$ cat src/rtl/rnn_cell_seq.sv
`default_nettype none
// rnn_cell_seq: serial-load fixed-point recurrent cell, h_t = act(U.x_t + W.h_{t-1}), y_t = act(V.h_t).
// Revision 1.0 - one MAC per matrix row, y sequence streamed after computation.
module rnn_cell_seq #(
  parameter int DATA_W = 16,
  parameter int FRAC_W = 8,
  parameter int DIM    = 3,
  parameter int STEPS  = 3,
  parameter int ACT    = 0
) (
  input  logic              clk,
  input  logic              rst_n,
  input  logic              in_valid,
  input  logic [DATA_W-1:0] data_x,
  input  logic [DATA_W-1:0] data_h,
  input  logic [DATA_W-1:0] weight_u,
  input  logic [DATA_W-1:0] weight_w,
  input  logic [DATA_W-1:0] weight_v,
  output logic              out_valid,
  output logic [DATA_W-1:0] out
);

  localparam int PW    = 2 * DATA_W;
  localparam int ACC_W = PW + $clog2(2 * DIM);
  localparam int L     = (DIM * DIM > STEPS * DIM) ? DIM * DIM : STEPS * DIM;
  localparam int LW    = $clog2(L + 1);
  localparam int KW    = $clog2(2 * DIM + 1);
  localparam int SW    = (STEPS > 1) ? $clog2(STEPS) : 1;
  localparam int IW    = (DIM > 1) ? $clog2(DIM) : 1;

  localparam logic signed [ACC_W-1:0] SAT_HI = {{(ACC_W-DATA_W+1){1'b0}}, {(DATA_W-1){1'b1}}};
  localparam logic signed [ACC_W-1:0] SAT_LO = {{(ACC_W-DATA_W+1){1'b1}}, {(DATA_W-1){1'b0}}};

  typedef enum logic [1:0] {
    S_IDLE = 2'd0,
    S_LOAD = 2'd1,
    S_COMP = 2'd2,
    S_OUT  = 2'd3
  } state_t;

  state_t state, next_state;

  logic [LW-1:0] ld_cnt;
  logic [KW-1:0] k_cnt;
  logic          phase;      // 0: hidden update, 1: output projection
  logic [SW-1:0] step_cnt;
  logic [SW-1:0] out_step;
  logic [IW-1:0] out_idx;

  logic signed [DATA_W-1:0] u_mem [DIM][DIM];
  logic signed [DATA_W-1:0] w_mem [DIM][DIM];
  logic signed [DATA_W-1:0] v_mem [DIM][DIM];
  logic signed [DATA_W-1:0] x_mem [STEPS][DIM];
  logic signed [DATA_W-1:0] h_mem [DIM];
  logic signed [DATA_W-1:0] y_mem [STEPS][DIM];

  logic signed [ACC_W-1:0]  acc      [DIM];
  logic signed [ACC_W-1:0]  acc_next [DIM];
  logic signed [DATA_W-1:0] a_op     [DIM];
  logic signed [DATA_W-1:0] b_op     [DIM];
  logic signed [PW-1:0]     prod     [DIM];

  logic load_en, ld_last, k_last, comp_done, out_done;

  function automatic logic signed [DATA_W-1:0] act_fn(input logic signed [ACC_W-1:0] a);
    logic signed [ACC_W-1:0] s;
    s = a >>> FRAC_W;
    if (s > SAT_HI) return SAT_HI[DATA_W-1:0];
    if (ACT == 0) begin
      if (s[ACC_W-1]) return '0;
    end else if (s < SAT_LO) begin
      return SAT_LO[DATA_W-1:0];
    end
    return s[DATA_W-1:0];
  endfunction

  assign load_en   = in_valid && (state == S_IDLE || state == S_LOAD);
  assign ld_last   = (ld_cnt == LW'(L - 1));
  assign k_last    = phase ? (k_cnt == KW'(DIM - 1)) : (k_cnt == KW'(2 * DIM - 1));
  assign comp_done = (state == S_COMP) && phase && k_last && (step_cnt == SW'(STEPS - 1));
  assign out_done  = (state == S_OUT) && (out_step == SW'(STEPS - 1)) && (out_idx == IW'(DIM - 1));

  always_ff @(posedge clk or negedge rst_n) begin
    if (!rst_n) state <= S_IDLE;
    else        state <= next_state;
  end

  always_comb begin
    next_state = state;
    case (state)
      S_IDLE:  if (in_valid) next_state = ld_last ? S_COMP : S_LOAD;
      S_LOAD:  if (in_valid && ld_last) next_state = S_COMP;
      S_COMP:  if (comp_done) next_state = S_OUT;
      S_OUT:   if (out_done) next_state = S_IDLE;
      default: next_state = S_IDLE;
    endcase
  end

  // Each row owns one MAC; k walks U/x then W/h in the hidden phase, V/h in the output phase.
  always_comb begin
    for (int i = 0; i < DIM; i++) begin
      a_op[i] = '0;
      b_op[i] = '0;
      for (int j = 0; j < DIM; j++) begin
        if (!phase) begin
          if (k_cnt == KW'(j)) begin
            a_op[i] = u_mem[i][j];
            b_op[i] = x_mem[step_cnt][j];
          end
          if (k_cnt == KW'(DIM + j)) begin
            a_op[i] = w_mem[i][j];
            b_op[i] = h_mem[j];
          end
        end else if (k_cnt == KW'(j)) begin
          a_op[i] = v_mem[i][j];
          b_op[i] = h_mem[j];
        end
      end
      prod[i]     = $signed({{DATA_W{a_op[i][DATA_W-1]}}, a_op[i]}) *
                    $signed({{DATA_W{b_op[i][DATA_W-1]}}, b_op[i]});
      acc_next[i] = acc[i] + $signed({{(ACC_W-PW){prod[i][PW-1]}}, prod[i]});
    end
  end

  always_ff @(posedge clk or negedge rst_n) begin
    if (!rst_n) begin
      ld_cnt   <= '0;
      k_cnt    <= '0;
      phase    <= 1'b0;
      step_cnt <= '0;
      out_step <= '0;
      out_idx  <= '0;
      for (int i = 0; i < DIM; i++) acc[i] <= '0;
    end else begin
      if (load_en)               ld_cnt <= ld_last ? '0 : ld_cnt + 1'b1;
      else if (state != S_LOAD)  ld_cnt <= '0;

      if (state == S_COMP) begin
        for (int i = 0; i < DIM; i++) acc[i] <= k_last ? '0 : acc_next[i];
        if (k_last) begin
          k_cnt <= '0;
          phase <= ~phase;
          if (phase) step_cnt <= step_cnt + 1'b1;
        end else begin
          k_cnt <= k_cnt + 1'b1;
        end
      end else begin
        k_cnt    <= '0;
        phase    <= 1'b0;
        step_cnt <= '0;
        for (int i = 0; i < DIM; i++) acc[i] <= '0;
      end

      if (state == S_OUT) begin
        if (out_idx == IW'(DIM - 1)) begin
          out_idx  <= '0;
          out_step <= out_step + 1'b1;
        end else begin
          out_idx <= out_idx + 1'b1;
        end
      end else begin
        out_step <= '0;
        out_idx  <= '0;
      end
    end
  end

  // Storage is never reset; every entry is rewritten by the next burst before use.
  always_ff @(posedge clk) begin
    if (load_en) begin
      for (int i = 0; i < DIM; i++) begin
        for (int j = 0; j < DIM; j++) begin
          if (ld_cnt == LW'(i * DIM + j)) begin
            u_mem[i][j] <= weight_u;
            w_mem[i][j] <= weight_w;
            v_mem[i][j] <= weight_v;
          end
        end
        if (ld_cnt == LW'(i)) h_mem[i] <= data_h;
      end
      for (int t = 0; t < STEPS; t++) begin
        for (int j = 0; j < DIM; j++) begin
          if (ld_cnt == LW'(t * DIM + j)) x_mem[t][j] <= data_x;
        end
      end
    end
    if (state == S_COMP && k_last) begin
      for (int i = 0; i < DIM; i++) begin
        if (!phase) h_mem[i] <= act_fn(acc_next[i]);
        else        y_mem[step_cnt][i] <= act_fn(acc_next[i]);
      end
    end
  end

  assign out_valid = (state == S_OUT);
  assign out       = out_valid ? y_mem[out_step][out_idx] : '0;

endmodule
`default_nettype wire

$ cat config.mk
export PLATFORM = sky130hd
export DESIGN_NAME = rnn_cell_seq
export DESIGN_NICKNAME = d
export VERILOG_FILES = /design/src/rtl/rnn_cell_seq.sv
export SDC_FILE = /design/constraint.sdc
export NUM_CORES = 2
export LEC_CHECK = 0
export CAP_MARGIN = 20
export CORE_AREA = 2 2 332 334
export DETAILED_ROUTE_END_ITERATION = 16
export DIE_AREA = 0 0 334 336
export GPL_TIMING_DRIVEN = 0
export PLACE_DENSITY = 0.93
export SLEW_MARGIN = 15
export SYNTH_ARGS = -nofsm -noshare
export SYNTH_HDL_FRONTEND = slang
export SYNTH_SLANG_ARGS = --single-unit
$ cat constraint.sdc
create_clock -name clk -period 11.3 [get_ports clk]
set_clock_uncertainty 0.1 [all_clocks]
set_input_delay 1.695 -clock clk [delete_from_list [all_inputs] [get_ports clk]]
set_output_delay 1.695 -clock clk [all_outputs]
set_load 0.05 [all_outputs]
-- Yosys cells after proc, flatten, opt, wreduce, memory -nomap -nowiden
Memory sizes are Yosys's and may differ from the RTL's.
Cells that the tools add are included.
- register bits: 121
- bits in latches: 0
- RAM bits: 768
- ROM bits: 0
- bits of input ports: 83
- word-level logic and storage cells: 289
- memories kept: 6
- add/subtract/negate cells: 8
- $mul: 3
- div/mod/pow operators: 0
- magnitude comparators: 4
- eq/ne operators: 27
- shift operators: 0
- mux-type cells: 203
- bitwise gates (word level): 5
- reductions and logical operators: 23
- memory list (memory ; words ; bits a word ; rd ports ; clocked after memory_dff ; wr ports ; RTL line ; source):
    u_mem ; 3 ; 48 ; 3 ; 0 ; 1 ; 50 ; logic signed [DATA_W-1:0] u_mem [DIM][DIM];
    v_mem ; 3 ; 48 ; 3 ; 0 ; 1 ; 52 ; logic signed [DATA_W-1:0] v_mem [DIM][DIM];
    w_mem ; 3 ; 48 ; 3 ; 0 ; 1 ; 51 ; logic signed [DATA_W-1:0] w_mem [DIM][DIM];
    x_mem ; 3 ; 48 ; 1 ; 0 ; 1 ; 53 ; logic signed [DATA_W-1:0] x_mem [STEPS][DIM];
    y_mem ; 3 ; 48 ; 1 ; 0 ; 1 ; 55 ; logic signed [DATA_W-1:0] y_mem [STEPS][DIM];
    h_mem ; 3 ; 16 ; 3 ; 0 ; 3 ; 54 ; logic signed [DATA_W-1:0] h_mem [DIM];
- operator list (cell ; number):
    $mux W16 ; 84
    $mux W48 ; 8
    $reduce_or A48 Y1 ; 8
    $add A35 B32 Y35 ; 3
    $mux W105 ; 1
    $mux W35 ; 3
    $mul A16 B16 Y32 ; 3
    $gt A27 B16 Y1 const B ; 3
    $mux W1 ; 72
    $mux W2 ; 20
    $bmux W16 S2 ; 1
    $mux W3 ; 10
    $eq A4 B3 Y1 const B ; 4
    $mux W4 ; 3
    $eq A2 B2 Y1 const B ; 5
    $eq A4 B2 Y1 const B ; 2
    $logic_and A1 B1 Y1 ; 8
    $ne A2 B1 Y1 const B ; 4
    $ne A2 B2 Y1 const B ; 4
    $pmux W2 S4 ; 1
    $add A2 B1 Y2 const B ; 3
    $eq A3 B2 Y1 const B ; 2
    $eq A3 B3 Y1 const B ; 2
    $add A4 B1 Y4 const B ; 1
    other kinds (16) ; 18

-- Logic depth before layout (Yosys ltp)
- depth in word-level cells: 24
- mapped depth: 42
- mapped depth without buffers: 35

-- Worst setup path after synthesis
No wires, ideal clock.
- kind: register -> register
- from: reg k_cnt[0]
- to: mem h_mem[0][2] (data pin)
- setup time: 0.260 ns
- data arrival time: 8.818 ns
- path slack: 2.122 ns
- stages on the path, launching flop included: 37
- period minus slack after synthesis: 9.178 ns
- cells stage by stage: dfrtp_1 > ha_1 > ha_1 > clkbuf_1 > and2b_1 > buf_4 > buf_2 > a22oi_1 > o211ai_1 > nand3_1 > a311oi_1 > a21oi_1 > mux2i_1 > buf_2 > buf_2 > nand2_1 > fa_1 > inv_1 > fa_1 > fa_1 > fa_1 > fa_1 > inv_1 > fa_1 > inv_1 > ha_1 > and4_1 > buf_6 > a31o_1 > a211oi_2 > and4b_1 > nor3_1 > or3_4 > a2111oi_2 > and4_4 > a21oi_2 > mux2_4
- RTL lines (item ; RTL line ; source):
    from (decl) ; 44 ; logic [KW-1:0] k_cnt;
    from (signal assigned) ; 145 ; k_cnt <= k_cnt + 1'b1;
    to (decl) ; 54 ;

-- Final worst setup path
- from: reg k_cnt[0]
- to: mem y_mem[0][45] (netlist name) (data pin)
- longest elaborated chain between the ends: 20
- elaborated cells between the ends (all ways): 45
- ends and longest elaborated chain (item ; RTL line ; source):
    $logic_not A3 Y1 ; 106, 114 ;
    $mux W16 ; 106 ; if (k_cnt == KW'(j)) begin
    $mux W16 ; 110 ; if (k_cnt == KW'(DIM + j)) begin
    $mux W16 ; 105 ; if (!phase) begin
    $mux W16 ; 106 ;
    $mux W16 ; 110 ;
    $mux W16 ; 105 ;
    $mux W16 ; 106 ;
    $mux W16 ; 110 ;
    $mux W16 ; 105 ;
    $mul A16 B16 Y32 * ; 119 ; prod[i] = $signed({{DATA_W{a_op[i][DATA_W-1]}}, a_op[i]}) *
    $add A35 B32 Y35 * ; 121 ; acc_next[i] = acc[i] + $signed({{(ACC_W-PW){prod[i][PW-1]}}, prod[i]});
    parallel branches: the longest is 5 deep, another holds $gt A27 B16 Y1 ; -- ;
    $mux W16 * ; 69 ; if (ACT == 0) begin
    $mux W16 * ; 189 ; if (!phase) h_mem[i] <= act_fn(acc_next[i]);
    $mux W16 * ; 187 ; if (state == S_COMP && k_last) begin
    to (decl) ; 55 ;
Every way passes the cells marked *. The select of a mux whose other input is x is not followed.

==> flow_summary.yaml <==
status:
  outcome: "finished with violations"
  violations: "negative setup slack"
drt:
  wl_met3_um: 38400
  wl_um: 240000
  drt-pass1-iter-count: 15
  drt_iter0_drc: 8745
  wl_per_cell_um: 29.2
  routed-wl-met2_um: 103000
  viasPerCell: 6.63
  maxUsedRoutingLayer: "met5"
  drt-met1-wl_um: 75200
  route.detailed.drc: 0
  ant_nets: 0
  num_vias: 54415
logic_synthesis:
  synth_warnings: 0
  synth_area_leader_cell: "edfxtp_1"
  async_reset_ff_share_pct: 13.6
  synth_edf_count: 768
  synth_area_per_cell_um2: 10.9
  ys_top_cells_by_area: "edfxtp_1 (33%), fa_1 (27%), inv_1 (6.8%), ha_1 (5.8%), dfrtp_1 (4.3%)"
  syn_inst: 6452
  synth_flop_cell: "edfxtp_1"
  synth.distinct_cells: 90
  yosysMostFrequentCell: "inv_1"
  ys_ff_latch: 889
  synth.top_cell.area_share_pct: 32.8
  synth-seq-area-share_pct: 37.1
  synth_commonest_cells: "inv_1 (1281), fa_1 (933), edfxtp_1 (768)"
  syn_area_um2: 70300
grt:
  grt_max_degree: 81
  grt_pass1_wl_um: 351000
  grt_pass1_vias: 56489
  overflow: 0
  antenna_found_initial: 15
  track_usage_pct: 43.2
sta:
  min_period_over_period_pct: 100
  finalSetupViolCount: 15
  worst_slack_ns: -0.0402
  worst_slew_pin_slew_ns: 1.35
  layout_min_cycle_time_ns: 11.34
  slew-limit-headroom_pct: 9.63
  fmax_ghz: 0.0882
  finalHoldViolCount: 0
  maxSlewViolCount: 0
clocking:
  htree_levels: 3
  max-clock-path-buffers: 3
  clk_pin_slew_worst_paths_ns: 0.06
  clock_latency_ns: 0.73
  cts_inserted_buffers: 91
  clock-sinks: 889
  cts_tree: "yes"
  cts-root-buf: "clkbuf_16"
die:
  dieArea_um2: 112000
  start_util_pct: 64.8
  io_pins: 100
  rows: 121
  die_w_um: 334
  core_um2: 108000
  die_y_um: 336
min_path:
  hold_depth: 1
  min_from: "k_cnt[0]"
  holdPathEnd: "k_cnt[0]"
  hold_path_class: "flop to flop"
critical_path:
  cp_top_family: "adder cells"
  crit_arrival_ns: 11.67
  rr_startpoint: "k_cnt[0]"
  reg2reg_depth: 39
  cp_slowest_cell: "fa_1"
  crit_buf_inv: 12
  critPathKind: "flop to flop"
  startpoint_type: "flop"
  critPathMaxStageDelay_ns: 0.56
  end_kind: "flop"
  cp_max_fo: 15
  critical_path_required_ns: 11.63
  reg2reg_setup_slack_ns: -0.04
  r2r-end: "y_mem[0][45]"
  critical_path.most_common_cell: "fa_1"
cells_and_area:
  fin_nets: 8031
  area_growth_pct: 10.5
  final_util_pct: 71.6
  layout-drive-gt1-share_pct: 7.29
placement:
  place_congestion: 1.10
  hpwl_um: 176000
  portBuffers: 99
run:
  max-cap-violations: 0
## metal layers
layer	up-vias	GRT usage (%)
met1	26348	50.6
li1	21460	-
met4	16	32.1
met5	-	1.19
met3	1447	18.1
met2	5144	64.0
## area by class of cell
type,count,area (um^2)
Fill cell,6915,30800
Inverter,1283,4830
Sequential cell,889,26100
Clock buffer,102,2340
Multi-Input combinational cell,3984,38700
Clock inverter,66,805
Antenna cell,26,65.1
Buffer,288,1370
Tap cell,1414,1770
Timing Repair Buffer,152,1700
## cells in the final DEF, fill, tap and decap left out, drive strengths merged, types with 33 or more instances in the layout
cell / netlist / layout
inv: 1282 / 1287
fa: 933 / 933
edfxtp: 768 / 768
nor2: 724 / 724
nand2: 422 / 422
ha: 326 / 326
clkbuf: 219 / 311
a21oi: 221 / 221
o21ai: 174 / 174
buf: 85 / 132
dfrtp: 121 / 121
o211ai: 105 / 105
nand2b: 104 / 104
clkdlybuf4s50: 0 / 98
mux2i: 85 / 85
and2: 83 / 83
xnor2: 81 / 81
nand3: 75 / 75
o22ai: 55 / 55
a211oi: 55 / 55
a21o: 49 / 49
a221o: 42 / 42
clkinv: 1 / 39
a311oi: 38 / 38
a221oi: 33 / 33
nor3: 33 / 33
## sequential cells by signal, summed over array words and instances (netlist names)
signal,flops
u_mem,144
v_mem,144
w_mem,144
x_mem,144
y_mem,144
acc,105
h_mem,48
ld_cnt,4
k_cnt,3
out_idx,2
out_step,2
state,2
step_cnt,2
phase,1
## cell families after synthesis
family          count (synthesis)  share of synthesized area, %
compound gates                945                          9.08
xor+xnor                      101                          1.27
fa+ha+maj                    1259                          32.4
buf+inv                      1587                          8.58
flops                         889                          37.1
mux                           103                          1.76
other cells                     1                       0.00534
simple gates                 1567                          9.79
## what timing repair did
item | in CTS | in global routing
setup endpoints to repair | 196 | 181
gates resized for setup | 114 | 145
hold buffers | 0 | 0
pin swaps | 1 | 5
setup buffers | 7 | 4
## worst max path at each step
| stage | startpoint | to | slack [ns] | cells after the start |
|---|---|---|---|---|
| after global routing | k_cnt[0] | y_mem[0][45] | -0.15 | 39 |
| after CTS | k_cnt[0] | y_mem[0][35] | 0.0009 | 35 |
| after floorplan | k_cnt[0] | h_mem[0][2] | 2.12 | 36 |
| after detailed placement | k_cnt[1] | y_mem[1][30] | -2.25 | 37 |
| final | k_cnt[0] | y_mem[0][45] | -0.04 | 39 |
| after global placement | k_cnt[1] | y_mem[0][14] | -2.25 | 35 |
## per-stage QoR
step / worst slack (ns) / instances / area [um^2] / hold WS [ns] / TNS, ns
floorplan: 2.12 / 6460 / 70300 / 0.360 / 0
global placement: -2.25 / 7973 / 73100 / 0.394 / -266.91
detailed placement: -2.25 / 8009 / 73800 / 0.411 / -299.53
CTS: 0.000889 / 8172 / 77200 / 0.420 / 0
global route: -0.146 / 8186 / 77600 / 0.445 / -5.03
finish: -0.0402 / 8204 / 77600 / 0.420 / -0.257
Power is not shown: default switching activity piles up to over one toggle a cycle in this logic, so the estimate is an artifact.
